`config.mk`:
```
export PLATFORM = sky130hd
export DESIGN_NAME = clk_div_bank
export DESIGN_NICKNAME = d
export VERILOG_FILES = /design/src/rtl/clk_div_bank.sv
export SDC_FILE = /design/constraint.sdc
export NUM_CORES = 1
export LEC_CHECK = 0
export ABC_AREA = 1
export CAP_MARGIN = 5
export CORE_MARGIN = 3
export CORE_UTILIZATION = 45
export CTS_BUF_LIST = sky130_fd_sc_hd__clkbuf_4 sky130_fd_sc_hd__clkbuf_8 sky130_fd_sc_hd__clkbuf_16
export CTS_CLUSTER_DIAMETER = 80
export DETAILED_ROUTE_END_ITERATION = 7
export DONT_BUFFER_PORTS = 1
export PLACE_DENSITY = 0.57
export SYNTH_ARGS = -nofsm -noshare
export SYNTH_HDL_FRONTEND = slang
export SYNTH_SLANG_ARGS = --single-unit
```
`constraint.sdc`:
```
create_clock -name clk -period 4.5 [get_ports clk]
set_clock_uncertainty 0.2 [all_clocks]
set_input_delay 0.675 -clock clk [delete_from_list [all_inputs] [get_ports clk]]
set_output_delay 0.675 -clock clk [all_outputs]
set_load 0.02 [all_outputs]
```
`src/rtl/clk_div_bank.sv`:
```
// clk_div_bank: PLL-side divider bank with a lock-qualified system reset.
// NCH runtime-programmable dividers, each with a registered square output
// and a one-cycle tick. Divisor changes are applied only at a period
// boundary, or immediately on a resync, so clk_out and tick never glitch.
// Optional build macro CLKDIV_LOCK_REARM_EN: a loss of lock after release
// pulls n_rst_out low again and re-runs the full lock qualification.
module clk_div_bank #(
    parameter int                   NCH        = 4,
    parameter int                   DIV_W      = 8,
    parameter int                   CH_W       = 2,
    parameter logic [NCH*DIV_W-1:0] DIV_INIT   = {NCH{8'd2}},
    parameter int                   RST_CYCLES = 255
) (
    input  logic             clk,
    input  logic             n_reset,
    input  logic             lock,
    input  logic             resync,
    input  logic             wr_en,
    input  logic [CH_W-1:0]  wr_ch,
    input  logic [DIV_W-1:0] wr_div,
    output logic             n_rst_out,
    output logic [NCH-1:0]   clk_out,
    output logic [NCH-1:0]   tick,
    output logic [NCH-1:0]   upd_pend
);

    localparam logic [15:0] SEQ_LAST = 16'(RST_CYCLES);

    logic [15:0] seq_cnt;
    logic        run_q;
    logic        start;

    // Lock qualification: count consecutive lock-high cycles, release once.
    always_ff @(posedge clk or negedge n_reset) begin
        if (!n_reset) begin
            seq_cnt   <= '0;
            n_rst_out <= 1'b0;
        end else if (n_rst_out) begin
`ifdef CLKDIV_LOCK_REARM_EN
            if (!lock) begin
                n_rst_out <= 1'b0;
                seq_cnt   <= '0;
            end
`endif
        end else if (!lock) begin
            seq_cnt <= '0;
        end else if (seq_cnt == SEQ_LAST) begin
            n_rst_out <= 1'b1;
        end else begin
            seq_cnt <= seq_cnt + 16'd1;
        end
    end

    // Remember whether channels were running last cycle, to spot the first
    // cycle after release (which starts every channel at count 0).
    always_ff @(posedge clk or negedge n_reset) begin
        if (!n_reset) begin
            run_q <= 1'b0;
        end else begin
            run_q <= n_rst_out;
        end
    end

    // A start edge (first running cycle, or resync) aligns all channels.
    assign start = n_rst_out && (resync || !run_q);

    for (genvar i = 0; i < NCH; i++) begin : g_ch
        localparam logic [DIV_W-1:0] INIT = DIV_INIT[i*DIV_W +: DIV_W];

        logic [DIV_W-1:0] act_div;
        logic [DIV_W-1:0] pnd_div;
        logic [DIV_W-1:0] cnt;
        logic             pend_q;
        logic             clk_q;
        logic             tick_q;

        logic [DIV_W-1:0] act_nxt;
        logic [DIV_W-1:0] cnt_nxt;
        logic [DIV_W:0]   half;
        logic             apply;
        logic             wr_hit;
        logic             clk_nxt;
        logic             tick_nxt;

        // Indices at or above NCH never match a channel, so they are dropped.
        assign wr_hit = wr_en && (wr_ch == CH_W'(i));

        // Next count, divisor hand-over and output levels for this channel.
        // A held channel has no running period, so a pending divisor is taken
        // straight away; pnd_div equals act_div whenever nothing is pending,
        // which lets a start edge load it unconditionally.
        always_comb begin
            apply    = 1'b0;
            cnt_nxt  = '0;
            clk_nxt  = 1'b0;
            tick_nxt = 1'b0;
            if (!n_rst_out) begin
                apply = pend_q;
            end else if (start) begin
                apply = 1'b1;
            end else if (act_div == '0) begin
                apply = pend_q;
            end else if (cnt == act_div - DIV_W'(1)) begin
                apply = pend_q;
            end else begin
                cnt_nxt = cnt + DIV_W'(1);
            end
            act_nxt = apply ? pnd_div : act_div;
            half    = ({1'b0, act_nxt} + (DIV_W+1)'(1)) >> 1;
            if (n_rst_out && (act_nxt != '0)) begin
                tick_nxt = (cnt_nxt == '0);
                clk_nxt  = ({1'b0, cnt_nxt} < half);
            end
        end

        // Channel state; a same-cycle write re-arms the pending flag after
        // the older pending value has been consumed.
        always_ff @(posedge clk or negedge n_reset) begin
            if (!n_reset) begin
                act_div <= INIT;
                pnd_div <= INIT;
                cnt     <= '0;
                pend_q  <= 1'b0;
                clk_q   <= 1'b0;
                tick_q  <= 1'b0;
            end else begin
                act_div <= act_nxt;
                cnt     <= cnt_nxt;
                clk_q   <= clk_nxt;
                tick_q  <= tick_nxt;
                if (wr_hit) begin
                    pnd_div <= wr_div;
                    pend_q  <= 1'b1;
                end else if (apply) begin
                    pend_q  <= 1'b0;
                end
            end
        end

        assign clk_out[i]  = clk_q;
        assign tick[i]     = tick_q;
        assign upd_pend[i] = pend_q;
    end

endmodule

```
**Word level (Yosys, flattened, before mapping)**

Cells that the tools add are included.

- Logic and storage cells: 140
- Input port bits: 15
- Output and inout bits: 13
- Register bits: 126

- Bitwise gates (word level): 1
- Multiplexer cells: 57
- Reductions and logical operators: 29
- Eq/ne operators: 9
- Order comparisons: 4
- $add $sub $neg: 13

Operators by type and width:

| cell | count |
|---|---|
| 2-to-1 mux 8 bit | 20 |
| zero test 8 bit | 8 |
| adder 8 x 1 -> 9 bit (second input constant) | 4 |
| 2-to-1 mux 1 bit | 35 |
| adder 8 x 1 -> 8 bit (second input constant) | 4 |
| equality test 8 bit | 4 |
| less-than comparator 8 bit | 4 |
| 2-to-1 mux 16 bit | 2 |
| nonzero test 8 bit | 4 |
| subtractor 8 x 1 -> 8 bit (second input constant) | 4 |
| adder 16 x 1 -> 16 bit (second input constant) | 1 |
| equality test 16 x 8 -> 1 bit (second input constant) | 1 |
| logical AND 1 bit | 9 |
| nonzero test 2 bit | 4 |
| equality test 2 bit (second input constant) | 2 |
| equality test 2 x 1 -> 1 bit (second input constant) | 1 |
| zero test 2 bit | 1 |
| inequality test 2 bit (second input constant) | 1 |
| AND reduction 2 bit | 1 |
| zero test 1 bit | 1 |
| logical OR 1 bit | 1 |
| NOT 1 bit | 1 |

**Longest topological paths before layout**

Gate-level depths: netlist of the first run.

- Depth in word-level cells: 10
- Mapped depth: 29
- Depth with buffers taken out: 28

**Least setup slack after synthesis of the first run**

No wires, ideal clock.

- Path kind: register -> register
- Start: reg g_ch[2].act_div[1]
- End: reg g_ch[2].clk_q
- Path slack: 1.069 ns
- Path buffers: 1
- Data arrival time: 3.159 ns
- Required time: 4.229 ns
- Library setup time: 0.071 ns
- Clock period less this slack: 3.431 ns
- Cell stages (with the launch flop): 27
- Path through: dfstp_2 -> inv_1 -> ha_1 -> nand2_1 -> inv_1 -> nor2_1 -> nand2_1 -> nor2_1 -> nand3_1 -> nor2_1 -> nand2_2 -> nand2_4 -> nand2_2 -> buf_6 -> nand2_1 -> o21ai_4 -> inv_1 -> ha_1 -> nand2_1 -> nor2_1 -> nand4_1 -> ha_1 -> nand2_1 -> nor2_1 -> a211oi_1 -> nand2_1 -> nor2_1

- Longest elaborated chain between the ends: 10
- Elaborated cells on any way between the ends: 17
- Classes of those cells: 2 x add/sub; 1 x order compare; 1 x eq/ne; 10 x mux; 3 x reduce/logical

Ends and longest elaborated chain:

| element | RTL line | source |
|---|---|---|
| start, declared | 70 | `logic [DIV_W-1:0] act_div;` |
| start signal, assigned | 127 | `act_div <= act_nxt;` |
| subtractor 8 x 1 -> 8 bit | 103 | `end else if (cnt == act_div - DIV_W'(1)) begin` |
| equality test 8 bit | 103 |  |
| 2-to-1 mux 1 bit | 103 |  |
| 2-to-1 mux 1 bit * | 101 | `end else if (act_div == '0) begin` |
| 2-to-1 mux 1 bit * | 99 | `end else if (start) begin` |
| 2-to-1 mux 1 bit * | 97 | `if (!n_rst_out) begin` |
| 2-to-1 mux 8 bit * | 108 | `act_nxt = apply ? pnd_div : act_div;` |
| named net g_ch[2].act_nxt[0] | 77 | `logic [DIV_W-1:0] act_nxt;` |
| adder 8 x 1 -> 9 bit / nonzero test 8 bit (equally long branches) | 109, 110 |  |
| less-than comparator 8 bit / logical AND 1 bit (equally long branches) | 112, 110 |  |
| 2-to-1 mux 1 bit * | 110 | `if (n_rst_out && (act_nxt != '0)) begin` |
| named net g_ch[2].clk_nxt | 82 | `logic clk_nxt;` |
| end signal, assigned | 129 | `clk_q <= clk_nxt;` |
| end, declared | 74 | `logic clk_q;` |

Mark *: on every way through the listed nets, which the timed path passes. The rest lies on a longest branch.
A chain may end at the register's enable or synchronous reset.

**Worst setup path in the final report of the first run**

Same ends and word-level chain as after synthesis.

==> impl_metrics.json, run 1 <==
{
  "finalSetupViolCount": 0,
  "critical_path_class": "flip-flop to flip-flop",
  "area_growth_pct": 8.30,
  "initial_utilization_pct": 46.6,
  "overflow": 0,
  "gp_congestion": 0.880,
  "tightest_slew_ns": 0.649,
  "pwr-share-comb_pct": 24.6,
  "synth_area_um2": 8520,
  "num_vias": 6948,
  "grt_pass1_wl_mm": 32.6,
  "synthSimpleGateAreaFrac_pct": 34.7,
  "gr-usage-all-layers_pct": 19.8,
  "async_flop_share_pct": 100,
  "start_kind": "flip-flop",
  "status": "complete, no violations",
  "clk_path_buf_depth": 2,
  "cts.sinks": 126,
  "hpwlAfterDp_mm": 14.6,
  "port_buffers": 0,
  "hold_path_class": "input port to async pin",
  "drt-initial-drc-count": 391,
  "fp.dieH_um": 144,
  "final_hold_viol_count": 0,
  "ios": 28,
  "grt_pass1_vias": 6607,
  "drc_errors": 0,
  "synth.top_cell.area_share_pct": 34.7,
  "synth_seq_cells": 126,
  "worstReg2RegEnd": "g_ch[2].clk_q",
  "fin_hold_ws_ns": 0.00110,
  "ant_nets": 0,
  "synth_compound_area_share_pct": 6.38,
  "synth_edf_count": 0,
  "yosys-top-cells-area": "dfrtp_1 35%, nand2_1 14%, ha_1 7.1%",
  "clkLatencyLatePin_ns": 0.42,
  "drt_wl_total_mm": 19.3,
  "path_delay_family": "simple AND/OR/NAND/NOR gates",
  "tns_ns": 0,
  "cp_num_buf_inv": 3,
  "cp_max_fo": 18,
  "grt_max_degree": 127,
  "antenna_cells": 0,
  "dpl_cell_area_um2": 8610,
  "drive_gt1_share_pct": 11.6,
  "cp.arrival_ns": 4.01,
  "fillers": 1818,
  "ys_seq_area_share_pct": 37.1,
  "path_clk_slew_ns": 0.06,
  "relSlewSlack_pct": 56.7,
  "core_area_um2": 18300,
  "ir_drop_v": 0.000280,
  "fin_area_um2": 9220,
  "rows": 49,
  "power.total_w": 0.00364,
  "wire_per_inst_um": 13.8,
  "pwr-share-seq_pct": 37.8,
  "vias_per_cell": 4.98,
  "crit_path_top_delay_cell": "dfstp_2",
  "synthAdderAreaFrac_pct": 7.05,
  "yosysTopAreaCell": "dfrtp_1",
  "reg2reg_depth": 25,
  "synth.top_cells.by_count": "316 x nand2_1, 140 x inv_1, 125 x nor2_1",
  "max_freq_mhz": 259,
  "cts_tree": "yes",
  "min_period_over_period_pct": 85.7,
  "die_w_um": 144,
  "cts-root-buf": "clkbuf_16",
  "postSynthCellCount": 1160,
  "yosys_warnings": 0,
  "synth_mux_area_share_pct": 0,
  "ctsHtreeMaxLevel": 4,
  "synth_top_family_by_area": "simple AND/OR/NAND/NOR gates",
  "p_int_w": 0.00239,
  "power.net_switching_w": 0.00125,
  "timing.final.crit_period_ns": 3.86,
  "crit_required_ns": 4.65,
  "clockPowerShare_pct": 37.6,
  "synthFlopType": "dfrtp_1",
  "r2r_slack_ns": 0.64,
  "end_kind": "flip-flop",
  "rsz0062_at_grt": "false",
  "pwr_density_cell_nw_per_um2": 395,
  "drv_cap": 0,
  "cpPeakStageDelay_ns": 0.55,
  "cts_buffers": 17,
  "synth_cell_types": 36,
  "synthXorXnorAreaFrac_pct": 5.35,
  "final_nets": 1216,
  "p_leak_nw": 4.70,
  "first_pass_iters": 5,
  "p_sw_share_pct": 34.3,
  "drv_slew": 0,
  "design.die.area_um2": 20600,
  "synth_nets": 1223,
  "synth.avg_cell_area_um2": 7.34,
  "yosysMostFrequentCell": "nand2_1",
  "antenna_found_initial": 0,
  "r2r_start": "g_ch[2].act_div[1]"
}
registers in the layout, indices dropped and copies added (netlist names):
signal / count
n_rst_out: 1
g_ch.tick_q: 4
seq_cnt: 16
g_ch.cnt: 32
g_ch.clk_q: 4
g_ch.pnd_div: 32
g_ch.act_div: 32
run_q: 1
g_ch.pend_q: 4
kinds of logic (layout without fill, tap and decap cells):
family                     after synthesis  in the layout
and+or+nand+nor                        655            655
AOI/OAI and AO/OA                       92             92
buffers and inverters                  187            193
DFF                                    126            126
adders and majority gates               48             48
xor gates and xnor gates                52             52
metrics by stage:
stage | setup WS, ns | utilization (%) | instances
final | 0.643 | 50.5 | 1395
after global routing | 0.200 | 50.5 | 1395
after CTS | 0.629 | 50.5 | 1395
after detailed placement | 0.650 | 47.1 | 1362
after global placement | 0.751 | 47.1 | 1362
after floorplan | 1.07 | - | 1160
timing repair:
item,in CTS,in global routing
endpoints found under the hold margin,126,0
hold buffers,1,0
setup buffers,0,0
gates resized for setup,0,0
how the worst max path moves through the flow:
| stage | cells past startpoint | slack, ns | startpoint | end |
|---|---|---|---|---|
| 2_1_floorplan | 26 | 1.07 | g_ch[2].act_div[1] | g_ch[2].clk_q |
| 3_3_place_gp | 24 | 0.75 | g_ch[3].act_div[0] | g_ch[3].clk_q |
| 3_5_place_dp | 25 | 0.65 | g_ch[2].act_div[1] | g_ch[2].clk_q |
| 4_1_cts | 25 | 0.63 | g_ch[2].act_div[1] | g_ch[2].clk_q |
| 5_1_grt | 25 | 0.20 | g_ch[2].act_div[1] | g_ch[2].clk_q |
| 6_report | 25 | 0.64 | g_ch[2].act_div[1] | g_ch[2].clk_q |
final cells by class:
cell class,instances,area (um^2),share of cell area [%]
multi-input cells,847,4550,49.4
flip-flops and latches,126,3160,34.3
inverters,159,597,6.47
clock buffers,17,425,4.61
well taps,229,287,3.11
clock inverters,15,161,1.75
repair buffers,2,35.0,0.380
power by group through the flow:
stage / combinational (W) / sequential, W / clock (W)
global placement: 0.000866 / 0.00140 / 0
CTS: 0.000903 / 0.00138 / 0.00140
finish: 0.000894 / 0.00138 / 0.00137
global route: 0.00104 / 0.00139 / 0.00146
floorplan: 0.000722 / 0.00135 / 0
detailed placement: 0.000869 / 0.00139 / 0
layer usage:
layer	global-route usage, %	vias up	wire [um]
met5	0	-	0
met4	4.76	0	205
met3	3.89	20	569
met2	31.2	91	8780
met1	28.2	3184	9720
li1	-	3653	-
layout by cell type, fill, tap and decap left out, types with 2 or more instances in the layout:
cell type	count
nand2_1	316
inv_1	140
nor2_1	125
dfrtp_1	118
nand3_1	93
o21ai_0	49
ha_1	48
xor2_1	36
nand2_2	35
inv_2	19
a21oi_1	19
nand4_1	19
nor3_1	17
clkbuf_16	17
xnor2_1	16
nor2_2	15
nand3b_1	12
dfstp_2	8
nand2_4	7
nor2_4	7
a211oi_1	6
nor3b_1	5
inv_6	5
o21ai_2	4
clkinvlp_4	4
a31oi_1	3
o21ai_1	3
o21ai_4	3
nand3_2	2
nor4_1	2
o31ai_1	2
bufinv_16	2
clkinv_4	2
clkinv_2	2
Note: power is estimated with default switching activity, not from simulation.
==> run 2: changes to the inputs <==
--- a/config.mk
+++ b/config.mk
@@ -8,12 +8,12 @@
 export ABC_AREA = 1
 export CAP_MARGIN = 5
 export CORE_MARGIN = 3
-export CORE_UTILIZATION = 45
+export CORE_UTILIZATION = 50
 export CTS_BUF_LIST = sky130_fd_sc_hd__clkbuf_4 sky130_fd_sc_hd__clkbuf_8 sky130_fd_sc_hd__clkbuf_16
 export CTS_CLUSTER_DIAMETER = 80
 export DETAILED_ROUTE_END_ITERATION = 7
 export DONT_BUFFER_PORTS = 1
-export PLACE_DENSITY = 0.57
+export PLACE_DENSITY = 0.62
 export SYNTH_ARGS = -nofsm -noshare
 export SYNTH_HDL_FRONTEND = slang
 export SYNTH_SLANG_ARGS = --single-unit
==> impl_metrics.json, run 2 (synthesis results as in run 1) <==
{
  "fin_hold_ws_ns": -0.0423,
  "final_hold_viol_count": 12,
  "clockPowerShare_pct": 37.3,
  "drv_slew": 0,
  "ios": 28,
  "ant_nets": 0,
  "p_leak_nw": 4.69,
  "design.die.area_um2": 18600,
  "wire_per_inst_um": 13.5,
  "drive_gt1_share_pct": 11.6,
  "rsz0062_at_grt": "false",
  "area_growth_pct": 8.14,
  "fin_area_um2": 9210,
  "pwr_density_cell_nw_per_um2": 392,
  "largestRegisters": "g_ch.act_div: 32 flops, g_ch.cnt: 32 flops, g_ch.pnd_div: 32 flops",
  "power.net_switching_w": 0.00122,
  "core_area_um2": 16600,
  "ir_drop_v": 0.000264,
  "antenna_cells": 0,
  "gp_congestion": 0.890,
  "overflow": 0,
  "relSlewSlack_pct": 53.8,
  "rows": 47,
  "grt_pass1_vias": 6506,
  "violations": "hold timing",
  "path_clk_slew_ns": 0.06,
  "gr-usage-all-layers_pct": 21.4,
  "dpl_cell_area_um2": 8600,
  "min_period_over_period_pct": 84.5,
  "critical_path_class": "flip-flop to flip-flop",
  "die_w_um": 137,
  "final_nets": 1216,
  "cts.sinks": 126,
  "pwr-share-seq_pct": 38.1,
  "pwr-share-comb_pct": 24.6,
  "max_freq_mhz": 263,
  "placed_cells": 1353,
  "cts-root-buf": "clkbuf_16",
  "power.total_w": 0.00361,
  "hold_path_class": "input port to async pin",
  "drt-initial-drc-count": 471,
  "clkLatencyLatePin_ns": 0.42,
  "start_kind": "flip-flop",
  "antenna_found_initial": 0,
  "grt_max_degree": 127,
  "reg2reg_depth": 21,
  "first_pass_iters": 5,
  "port_buffers": 0,
  "cp_max_fo": 17,
  "stdcell_count": 1386,
  "num_vias": 6829,
  "timing.final.crit_period_ns": 3.80,
  "tightest_slew_ns": 0.693,
  "end_kind": "flip-flop",
  "status": "finished, violations left",
  "cts_tree": "yes",
  "vias_per_cell": 4.93,
  "cts_buffers": 17,
  "cp.arrival_ns": 3.95,
  "fp.dieH_um": 137,
  "ctsHtreeMaxLevel": 4,
  "clk_path_buf_depth": 2,
  "cts_resized": 0,
  "final_common_cell": "nand2_1",
  "initial_utilization_pct": 51.2,
  "tns_ns": 0,
  "drc_errors": 0,
  "crit_required_ns": 4.65,
  "grt_pass1_wl_mm": 31.6,
  "p_int_w": 0.00239,
  "finalSetupViolCount": 0,
  "drt_wl_total_mm": 18.7,
  "hpwlAfterDp_mm": 14.2,
  "p_sw_share_pct": 33.7,
  "final_cell_mix": "316 x nand2_1, 140 x inv_1, 125 x nor2_1",
  "drv_cap": 0,
  "cts_setup_buffers": 0,
  "fillers": 1620,
  "holdBufCountCts": 1
}
run 2: cell types whose count changed in the layout (fill, tap and decap cells not counted), sizes merged:
cell	delta
inv	-5
clkinvlp	+3
clkinv	+1
clkbuf	+1
run 2: per-stage QoR:
step	utilization (%)	setup WS [ns]	hold slack (ns)
4_1_cts	55.3	0.676	0.0370
3_3_place_gp	51.7	0.738	0.184
6_report	55.3	0.698	-0.0423
5_1_grt	55.3	0.219	0.0177
2_1_floorplan	-	1.07	0.179
3_5_place_dp	51.7	0.709	0.184
run 2: area by class of cell:
| class | instances | area (um^2) | share of cell area, % |
|---|---|---|---|
| Multi-Input combinational cell | 847 | 4550 | 49.5 |
| Sequential cell | 126 | 3160 | 34.3 |
| Inverter | 159 | 597 | 6.48 |
| Clock buffer | 18 | 439 | 4.77 |
| Tap cell | 220 | 275 | 2.99 |
| Clock inverter | 14 | 145 | 1.58 |
| Timing Repair Buffer | 2 | 35.0 | 0.380 |
run 2: worst paths after layout:
path,from,end,slack [ns]
setup / recovery,g_ch[3].act_div[1],g_ch[3].clk_q,0.70
hold / removal,n_reset,g_ch[1].cnt[4],-0.04
setup reg to reg,g_ch[3].act_div[1],g_ch[3].clk_q,0.70
hold reg to reg,g_ch[1].pnd_div[6],g_ch[1].pnd_div[6],0.28
max in group asynchronous,n_reset,seq_cnt[13],3.54
min in group clk,lock,seq_cnt[15],0.21
run 2: critical path, stage by stage (launching register included):
cell	delay [ns]
dfstp_2	0.56
inv_1	0.07
ha_1	0.29
xor2_1	0.15
nand2_1	0.06
nor2_1	0.09
nand2_1	0.07
nor2_2	0.12
nand2_2	0.08
nand2_4	0.18
nand2_4	0.16
o21ai_2	0.28
inv_1	0.13
ha_1	0.28
nand4_1	0.12
nand2_1	0.06
ha_1	0.28
a21oi_1	0.16
nor2_1	0.05
a211oi_1	0.17
nand2_1	0.08
nor2_1	0.08
run 2: power by group through the flow:
stage | combinational, W | clock [W] | sequential (W)
floorplan | 0.000722 | 0 | 0.00135
CTS | 0.000898 | 0.00137 | 0.00137
finish | 0.000889 | 0.00135 | 0.00137
global placement | 0.000860 | 0 | 0.00139
detailed placement | 0.000865 | 0 | 0.00139
global route | 0.00104 | 0.00143 | 0.00139
run 2: per-layer routing:
| layer | global-route usage [%] | vias up | share of wire [%] |
|---|---|---|---|
| met4 | 6.22 | 0 | 1.6 |
| met1 | 30.1 | 3056 | 49 |
| met5 | 0 | - | 0 |
| met3 | 5.04 | 21 | 3.7 |
| li1 | - | 3652 | - |
| met2 | 33.2 | 100 | 45 |
==> run 3: changes to the inputs <==
--- a/config.mk
+++ b/config.mk
@@ -13,7 +13,7 @@
 export CTS_CLUSTER_DIAMETER = 80
 export DETAILED_ROUTE_END_ITERATION = 7
 export DONT_BUFFER_PORTS = 1
-export PLACE_DENSITY = 0.62
+export PLACE_DENSITY = 0.65
 export SYNTH_ARGS = -nofsm -noshare
 export SYNTH_HDL_FRONTEND = slang
 export SYNTH_SLANG_ARGS = --single-unit
==> constraint.sdc (replaced) <==
create_clock -name clk -period 3.41 [get_ports clk]
set_clock_uncertainty 0.2 [all_clocks]
set_input_delay 0.5115 -clock clk [delete_from_list [all_inputs] [get_ports clk]]
set_output_delay 0.5115 -clock clk [all_outputs]
set_load 0.02 [all_outputs]
==> impl_metrics.json, run 3 (synthesis results as in run 1) <==
{
  "status": "finished, violations left",
  "violations": "hold timing",
  "p_leak_nw": 5.05,
  "die_w_um": 137,
  "start_kind": "flip-flop",
  "antenna_cells": 0,
  "cp_max_fo": 7,
  "design.die.area_um2": 18600,
  "clk_path_buf_depth": 2,
  "ir_drop_v": 0.000350,
  "initial_utilization_pct": 51.2,
  "cp.arrival_ns": 3.55,
  "tightest_slew_ns": 0.634,
  "ios": 28,
  "r2r_slack_ns": 0.01,
  "ctsHtreeMaxLevel": 4,
  "max_freq_mhz": 294,
  "final_nets": 1273,
  "overflow": 0,
  "fin_hold_ws_ns": -0.412,
  "fillers": 1467,
  "fp.dieH_um": 137,
  "ant_nets": 0,
  "min_period_over_period_pct": 99.7,
  "final_common_cell": "nand2_1",
  "vias_per_cell": 5.02,
  "power.total_w": 0.00495,
  "drv_cap": 0,
  "cts-root-buf": "clkbuf_16",
  "gp_congestion": 0.894,
  "port_buffers": 0,
  "hold_path_class": "input port to async pin",
  "timing.final.crit_period_ns": 3.40,
  "finalSetupViolCount": 0,
  "rsz0062_at_grt": "true",
  "wire_per_inst_um": 14.1,
  "core_area_um2": 16600,
  "drt_wl_total_mm": 20.3,
  "grt_pass1_wl_mm": 32.6,
  "cts.sinks": 126,
  "antenna_found_initial": 0,
  "drt-initial-drc-count": 383,
  "clkLatencyLatePin_ns": 0.42,
  "end_kind": "flip-flop",
  "drc_errors": 0,
  "largestRegisters": "g_ch.act_div: 32 flops, g_ch.cnt: 32 flops, g_ch.pnd_div: 32 flops",
  "reg2reg_depth": 23,
  "drv_slew": 0,
  "final_hold_viol_count": 126,
  "cts_tree": "yes",
  "crit_required_ns": 3.56,
  "gr-usage-all-layers_pct": 22.0,
  "path_clk_slew_ns": 0.06,
  "grt_pass1_vias": 6714,
  "cts_buffers": 17,
  "r2r_start": "g_ch[1].act_div[1]",
  "area_growth_pct": 18.1,
  "rows": 47,
  "relSlewSlack_pct": 57.6,
  "critical_path_class": "flip-flop to flip-flop",
  "hpwlAfterDp_mm": 14.7,
  "pwr_density_cell_nw_per_um2": 493,
  "first_pass_iters": 5,
  "num_vias": 7232,
  "stdcell_count": 1441,
  "drive_gt1_share_pct": 20.8,
  "placed_cells": 1389,
  "worstReg2RegEnd": "g_ch[1].clk_q",
  "grt_max_degree": 127,
  "final_cell_mix": "293 x nand2_1, 130 x inv_1, 118 x nor2_1, 118 x dfrtp_1, 91 x nand3_1"
}
==> run 3: cell count changes in the layout (fill, tap and decap cells not counted), sizes merged <==
cell | previous run | this run
clkbuf | 18 | 22
clkinvlp | 7 | 1
clkinv | 5 | 6
bufinv | 2 | 1
buf | 2 | 59
==> run 3: cell type report <==
cell class,count,area (um^2),share of cell area (%)
multi-input combinational,847,4970,49.4
clock inverter,8,67.6,0.672
tap,220,275,2.74
clock buffer,22,475,4.73
sequential,126,3160,31.5
timing repair buffer,59,507,5.04
inverter,159,597,5.94
==> run 3: metrics by stage <==
step / util, % / area (um^2) / worst slack (ns) / TNS [ns] / hold WS [ns]
floorplan: - / 8520 / 0.0185 / 0 / 0.0159
global placement: 53.3 / 8870 / 0.00373 / 0 / 0.0204
detailed placement: 53.3 / 8870 / -0.0615 / -0.0734 / 0.0207
CTS: 56.8 / 9450 / -0.00446 / -0.00446 / -0.424
global route: 60.4 / 10100 / -0.271 / -0.774 / -0.425
finish: 60.4 / 10100 / 0.0113 / 0 / -0.412
==> run 3: how the worst max path moves through the flow <==
stage	startpoint	end	cells after the start
2_1_floorplan	g_ch[2].act_div[1]	g_ch[2].clk_q	26
3_3_place_gp	g_ch[2].act_div[1]	g_ch[2].clk_q	25
3_5_place_dp	g_ch[2].act_div[1]	g_ch[2].clk_q	25
4_1_cts	g_ch[2].act_div[1]	g_ch[2].clk_q	25
5_1_grt	g_ch[0].act_div[1]	g_ch[0].clk_q	27
6_report	g_ch[1].act_div[1]	g_ch[1].clk_q	23
==> run 3: critical path: stages (launching register included) <==
cell and delay [ns]:
dfstp_2 0.53, inv_2 0.04, ha_4 0.26, xor2_2 0.13, nand2_1 0.06, nor2_1 0.10, nand2_1 0.06, nor2_1 0.13
nand2_2 0.09, nand2_4 0.13, nand2_8 0.08, buf_4 0.16, o21ai_4 0.14, inv_2 0.07, ha_4 0.18, nand3_1 0.08
nand2_1 0.06, nand2_2 0.08, ha_4 0.21, a21oi_4 0.12, nor2_2 0.06, a211oi_2 0.19, nand2_1 0.07, nor2_1 0.11
==> run 3: power by group <==
group          switching (W)  total (W)  internal [W]
registers           0.000157    0.00181       0.00165
clock network       0.000636    0.00168       0.00105
logic               0.000866    0.00146      0.000598
total                0.00166    0.00495       0.00330
==> run 3: routing by layer <==
metal	track usage (%)	vias up	wire length [um]
li1	-	3753	-
met1	30.8	3334	9580
met2	34.6	121	9560
met3	4.60	24	837
met4	6.55	0	289
met5	0	-	0
==> run 3: timing repair <==
| action | CTS | global route |
|---|---|---|
| pin swaps | 2 | 68 |
| cloned | 0 | 1 |
| endpoints found under the setup margin | 3 | 4 |
| gates resized for setup | 10 | 89 |
| hold endpoints to repair | 126 | 126 |
| setup buffers | 0 | 21 |
